===== src/rtl/mips_multicycle_control.sv =====
// mips_multicycle_control
//   Main control FSM for the multicycle MIPS datapath. Steps each instruction
//   through fetch/decode/execute/memory/writeback and drives the datapath
//   mux selects, write enables and ALUOp.
//
//   Ports
//     clk, rst_n       clock (rising edge), asynchronous active-low reset
//     opcode[5:0]      IR[31:26], valid from DECODE onward
//     mem_ready        memory completes the current read/write this cycle
//     PCWrite .. PCSource   datapath control lines (Moore outputs, with
//                      mem_ready gating on the write enables of wait states)
//     instr_done       one-cycle pulse in the last state of a retired instruction
//     illegal_op       one-cycle pulse in DECODE on an unknown opcode
//     state[3:0]       current state encoding (debug)
//
//   state  | meaning
//   -------+-----------------------------------------------
//   RST    | held in reset / first cycle after release
//   FETCH  | read instruction at PC, PC <= PC + 4
//   DECODE | read registers, precompute branch target
//   MEMADR | effective address for lw/sw
//   MEMRD  | data memory read (waits on mem_ready)
//   MEMWB  | write MDR to rt
//   MEMWR  | data memory write (waits on mem_ready)
//   EXEC   | R-type ALU operation
//   ALUWB  | write ALUOut to rd
//   BRANCH | beq compare and conditional PC load
//   JUMP   | PC <= jump target
//   IEXEC  | I-type ALU operation
//   IWB    | write ALUOut to rt
//   HALT   | parked after an illegal opcode until reset
module mips_multicycle_control #(
  parameter bit ILLEGAL_HALT = 1'b0
) (
  input  logic       clk,
  input  logic       rst_n,
  input  logic [5:0] opcode,
  input  logic       mem_ready,
  output logic       PCWrite,
  output logic       PCWriteCond,
  output logic       IorD,
  output logic       MemRead,
  output logic       MemWrite,
  output logic       IRWrite,
  output logic       MemtoReg,
  output logic       RegDst,
  output logic       RegWrite,
  output logic       ALUSrcA,
  output logic [1:0] ALUSrcB,
  output logic [2:0] ALUOp,
  output logic [1:0] PCSource,
  output logic       instr_done,
  output logic       illegal_op,
  output logic [3:0] state
);

  localparam logic [5:0] OP_RTYPE = 6'b000000;
  localparam logic [5:0] OP_LW    = 6'b100011;
  localparam logic [5:0] OP_SW    = 6'b101011;
  localparam logic [5:0] OP_BEQ   = 6'b000100;
  localparam logic [5:0] OP_J     = 6'b000010;
  localparam logic [5:0] OP_ADDI  = 6'b001000;
  localparam logic [5:0] OP_ANDI  = 6'b001100;
  localparam logic [5:0] OP_ORI   = 6'b001101;
  localparam logic [5:0] OP_SLTI  = 6'b001010;

  typedef enum logic [3:0] {
    S_RST    = 4'd0,
    S_FETCH  = 4'd1,
    S_DECODE = 4'd2,
    S_MEMADR = 4'd3,
    S_MEMRD  = 4'd4,
    S_MEMWB  = 4'd5,
    S_MEMWR  = 4'd6,
    S_EXEC   = 4'd7,
    S_ALUWB  = 4'd8,
    S_BRANCH = 4'd9,
    S_JUMP   = 4'd10,
    S_IEXEC  = 4'd11,
    S_IWB    = 4'd12,
    S_HALT   = 4'd13
  } state_t;

  state_t cur_state;
  state_t nxt_state;

  always_ff @(posedge clk or negedge rst_n) begin
    if (!rst_n) cur_state <= S_RST;
    else        cur_state <= nxt_state;
  end

  always_comb begin
    nxt_state = S_FETCH;
    case (cur_state)
      S_RST:    nxt_state = S_FETCH;
      S_FETCH:  nxt_state = mem_ready ? S_DECODE : S_FETCH;
      S_DECODE: begin
        case (opcode)
          OP_RTYPE:                          nxt_state = S_EXEC;
          OP_LW, OP_SW:                      nxt_state = S_MEMADR;
          OP_BEQ:                            nxt_state = S_BRANCH;
          OP_J:                              nxt_state = S_JUMP;
          OP_ADDI, OP_ANDI, OP_ORI, OP_SLTI: nxt_state = S_IEXEC;
          default:                           nxt_state = ILLEGAL_HALT ? S_HALT : S_FETCH;
        endcase
      end
      S_MEMADR: nxt_state = (opcode == OP_LW) ? S_MEMRD : S_MEMWR;
      S_MEMRD:  nxt_state = mem_ready ? S_MEMWB : S_MEMRD;
      S_MEMWB:  nxt_state = S_FETCH;
      S_MEMWR:  nxt_state = mem_ready ? S_FETCH : S_MEMWR;
      S_EXEC:   nxt_state = S_ALUWB;
      S_ALUWB:  nxt_state = S_FETCH;
      S_BRANCH: nxt_state = S_FETCH;
      S_JUMP:   nxt_state = S_FETCH;
      S_IEXEC:  nxt_state = S_IWB;
      S_IWB:    nxt_state = S_FETCH;
      S_HALT:   nxt_state = S_HALT;
      default:  nxt_state = S_FETCH;   // 14/15 recover to fetch
    endcase
  end

  always_comb begin
    PCWrite     = 1'b0;
    PCWriteCond = 1'b0;
    IorD        = 1'b0;
    MemRead     = 1'b0;
    MemWrite    = 1'b0;
    IRWrite     = 1'b0;
    MemtoReg    = 1'b0;
    RegDst      = 1'b0;
    RegWrite    = 1'b0;
    ALUSrcA     = 1'b0;
    ALUSrcB     = 2'b00;
    ALUOp       = 3'b000;
    PCSource    = 2'b00;
    instr_done  = 1'b0;
    illegal_op  = 1'b0;
    case (cur_state)
      S_FETCH: begin
        MemRead = 1'b1;
        ALUSrcB = 2'b01;
        // IR and PC only load on the cycle the read actually completes
        IRWrite = mem_ready;
        PCWrite = mem_ready;
      end
      S_DECODE: begin
        ALUSrcB = 2'b11;
        case (opcode)
          OP_RTYPE, OP_LW, OP_SW, OP_BEQ, OP_J,
          OP_ADDI, OP_ANDI, OP_ORI, OP_SLTI: illegal_op = 1'b0;
          default:                           illegal_op = 1'b1;
        endcase
      end
      S_MEMADR: begin
        ALUSrcA = 1'b1;
        ALUSrcB = 2'b10;
      end
      S_MEMRD: begin
        MemRead = 1'b1;
        IorD    = 1'b1;
      end
      S_MEMWB: begin
        RegWrite   = 1'b1;
        MemtoReg   = 1'b1;
        instr_done = 1'b1;
      end
      S_MEMWR: begin
        MemWrite   = 1'b1;
        IorD       = 1'b1;
        instr_done = mem_ready;
      end
      S_EXEC: begin
        ALUSrcA = 1'b1;
        ALUOp   = 3'b010;
      end
      S_ALUWB: begin
        RegWrite   = 1'b1;
        RegDst     = 1'b1;
        instr_done = 1'b1;
      end
      S_BRANCH: begin
        ALUSrcA     = 1'b1;
        ALUOp       = 3'b001;
        PCWriteCond = 1'b1;
        PCSource    = 2'b01;
        instr_done  = 1'b1;
      end
      S_JUMP: begin
        PCWrite    = 1'b1;
        PCSource   = 2'b10;
        instr_done = 1'b1;
      end
      S_IEXEC: begin
        ALUSrcA = 1'b1;
        ALUSrcB = 2'b10;
        case (opcode)
          OP_ANDI: ALUOp = 3'b011;
          OP_ORI:  ALUOp = 3'b100;
          OP_SLTI: ALUOp = 3'b101;
          default: ALUOp = 3'b000;
        endcase
      end
      S_IWB: begin
        RegWrite   = 1'b1;
        instr_done = 1'b1;
      end
      default: ;
    endcase
  end

  assign state = cur_state;

endmodule


===== config.mk =====
export PLATFORM = sky130hd
export DESIGN_NAME = mips_multicycle_control
export DESIGN_NICKNAME = d
export VERILOG_FILES = /design/src/rtl/mips_multicycle_control.sv
export SDC_FILE = /design/constraint.sdc
export NUM_CORES = 1
export LEC_CHECK = 0
export ABC_CLOCK_PERIOD_IN_PS = 3990
export CAP_MARGIN = 5
export CORE_MARGIN = 3
export CORE_UTILIZATION = 43
export CTS_CLUSTER_SIZE = 20
export DETAILED_ROUTE_END_ITERATION = 12
export PLACE_DENSITY = 0.83
export SLEW_MARGIN = 20
export SYNTH_ARGS = -nofsm -noshare
export SYNTH_HDL_FRONTEND = slang
export SYNTH_SLANG_ARGS = --single-unit

===== constraint.sdc =====
create_clock -name clk -period 3.99 [get_ports clk]
set_clock_uncertainty 0.15 [all_clocks]
set_input_delay 0.5985 -clock clk [delete_from_list [all_inputs] [get_ports clk]]
set_output_delay 0.5985 -clock clk [all_outputs]
set_load 0.02 [all_outputs]

==> qor.yml <==
grt_max_degree: 25
insertion_delay_ns: 0.23
viasPerCell: 5.756
slew_viol_final: 0
dpl.hpwl_um: 1285
root_buffer: "clkbuf_4"
hold_viol: 0
yosysTopAreaCell: "dfrtp_1"
htree_levels: 1
postCtsSetupBuffers: 0
ys_ff_latch: 4
die_area_um2: 2103
die_x_um: 45.86
grt_overflow_total: 0
finalSetupTns_ns: 0
synth_area_leaders: "dfrtp_1 15%, nor2_1 6.0%, a21oi_1 5.9%"
hold_class: "primary input to async pin"
clk_pin_slew_worst_paths_ns: 0.04
port_buffers: 31
diodes: 0
num_rows: 13
hold_buffers: 0
grt_pass1_vias: 699
initial_core_util_pct: 48.84
synth_edf_count: 0
drcViolationCount: 0
ff2ff_setup_slack_ns: 2.07
place.gp.congestion: 0.7492
yosysSeqAreaShare_pct: 14.65
path_max_fanout: 10
dr.pass1.iters: 4
cp.arrival_ns: 2.50
synth_area_per_cell_um2: 7.043
status: "finished clean"
grt_pass1_wl_um: 3146
design_power_total_w: 0.0006492
critical_path_class: "primary input to output pin"
required_ns: 3.24
r2r-start: "state[1]$_DFF_PN0_"
fin_nets: 131
layout-drive-gt1-share_pct: 8.333
cp_common_cell: "clkdlybuf4s50_1"
setup-violations-final: 0
track_usage_pct: 20.51
synth_ff_type: "dfrtp_1"
ys_types: 40
reg2reg_depth: 3
ioPinCount: 32
synth_async_sr_flop_share_pct: 100.0
critPathTopFamily: "buffers and inverters"
crit_chain: "clkdlybuf4s50_1, nor2b_1, mux2i_1, nor4_1, clkdlybuf4s50_1"
ant_nets: 0
slew_headroom_pct: 56.96
vdd_ir_drop_max_mv: 0.3914
cts_buffer_depth: 2
rr_endpoint: "state[1]$_DFF_PN0_"
synth_top_area_share_pct: 14.65
syn_to_final_growth_pct: 43.41
cts_tree: "built"
cp_num_buf_inv: 2
drt_iter0_markers: 6
post-route-min-period_ns: 3.244
fillers: 134
timing.fmax_ghz: 0.3083
slowest_delay_ns: 0.65
antenna_found_initial: 0
slowest_stage: "clkdlybuf4s50_1"
netlist_instances: 97
ctsResizeCount: 0
rsz0062_at_grt: "no"
worst_setup_path_start_kind: "primary input"
die_h_um: 45.86
leakage_nw: 0.3424
drt-total-wl_um: 1739
clock_sinks: 4
cts-buffers-inserted: 3
core_region_area_um2: 1399
syn_nets: 106
wl_per_cell_um: 12.88
num_vias: 777
drv_cap: 0
worstSetupEndpointType: "output pin"
worst_pin_slew_ns: 0.6456
largest_reg_flops: 4
yosysWarnings: 0
finalCritPeriodShare_pct: 81.30
p_per_area_nw_per_um2: 662.6
synthesis.area_um2: 683.2
[cell usage in the layout, fill, tap and decap left out, types with 2 or more instances in the layout]
master           synthesis  layout
clkbuf_4                 0       3
o21ai_0                  4       4
clkdlybuf4s50_1          0      31
o21ba_2                  2       2
o221ai_1                 2       2
a21oi_1                  8       8
a211oi_1                 4       4
mux2i_1                  2       2
or3_1                    2       2
nor3_1                   5       5
a311o_1                  2       2
nor2b_1                  5       5
nand2b_1                 6       6
nand2_1                  5       5
dfrtp_1                  4       4
nor4_1                   2       2
nor2_1                  11      11
nand3_1                  2       2
inv_1                    2       2
[worst max path at each step]
stage               cells past startpoint       end       from  slack, ns
floorplan                               4  ALUOp[2]  opcode[2]       1.41
global placement                        5  ALUOp[2]  opcode[2]       0.82
detailed placement                      5  ALUOp[2]  opcode[2]       0.76
CTS                                     5  ALUOp[2]  opcode[2]       0.74
global route                            5  ALUOp[2]  opcode[2]       0.63
finish                                  5  ALUOp[2]  opcode[2]       0.75
[per-layer routing]
layer / global-route usage, % / share of wire (%) / up-vias / wire length, um
met4: 11.93 / 2.1 / 0 / 36
met5: 0 / 0 / - / 0
met2: 33.24 / 48 / 25 / 843
met3: 4.348 / 5.4 / 4 / 94
met1: 24.47 / 44 / 343 / 764
li1: - / - / 405 / -
[cell usage after synthesis, drive strengths merged (2+ instances only)]
| cell | instances |
|---|---|
| dfrtp | 4 |
| clkbuf | 6 |
| a211oi | 4 |
| inv | 2 |
| nor3 | 5 |
| nand2 | 5 |
| o21ai | 4 |
| nor4 | 2 |
| nor2b | 5 |
| a21oi | 8 |
| nand3 | 2 |
| o21ba | 2 |
| buf | 5 |
| nand2b | 6 |
| o221ai | 2 |
| a311o | 2 |
| or3 | 2 |
| mux2i | 2 |
| nor2 | 11 |
[through the flow]
step                      instance area, um^2  std cells  setup WS [ns]  utilization, %  hold WS [ns]
after floorplan                         683.2         97          1.415               -        0.1529
after global placement                  957.2        132         0.8238           68.43        0.6550
after detailed placement                957.2        132         0.7592           68.43        0.6588
after CTS                               979.7        135         0.7428           70.04        0.4126
after global routing                    979.7        135         0.6314           70.04        0.4085
final                                   979.7        135         0.7462           70.04        0.4140
[cell type report]
type / count / area, um^2 / area share [%]
Inverter: 2 / 7.507 / 0.7663
Tap cell: 15 / 18.77 / 1.916
Timing Repair Buffer: 31 / 310.3 / 31.67
Multi-Input combinational cell: 80 / 520.5 / 53.13
Sequential cell: 4 / 100.1 / 10.22
Clock buffer: 3 / 22.52 / 2.299
[worst reg2reg max path, stage by stage, from the launching register on]
cell	delay, ns
dfrtp_1	0.70
or4b_4	0.57
a311o_1	0.33
o221ai_1	0.07
[report_power, final]
group	internal [W]	switching [W]	total (W)
Combinational	0.000240	0.000220	0.000460
Sequential	0.0000563	0.0000848	0.000141
Clock	0.0000335	0.0000150	0.0000485
Total	0.000330	0.000319	0.000649
[cell families after synthesis]
group	Yosys count	synth area share, %
AO/OA/AOI/OAI	29	30.41
XOR/XNOR	1	1.282
multiplexers	3	4.579
buffers and inverters	13	9.158
flip-flops	4	14.65
AND/OR/NAND/NOR	47	39.93
(Power assumes the default switching activity.)
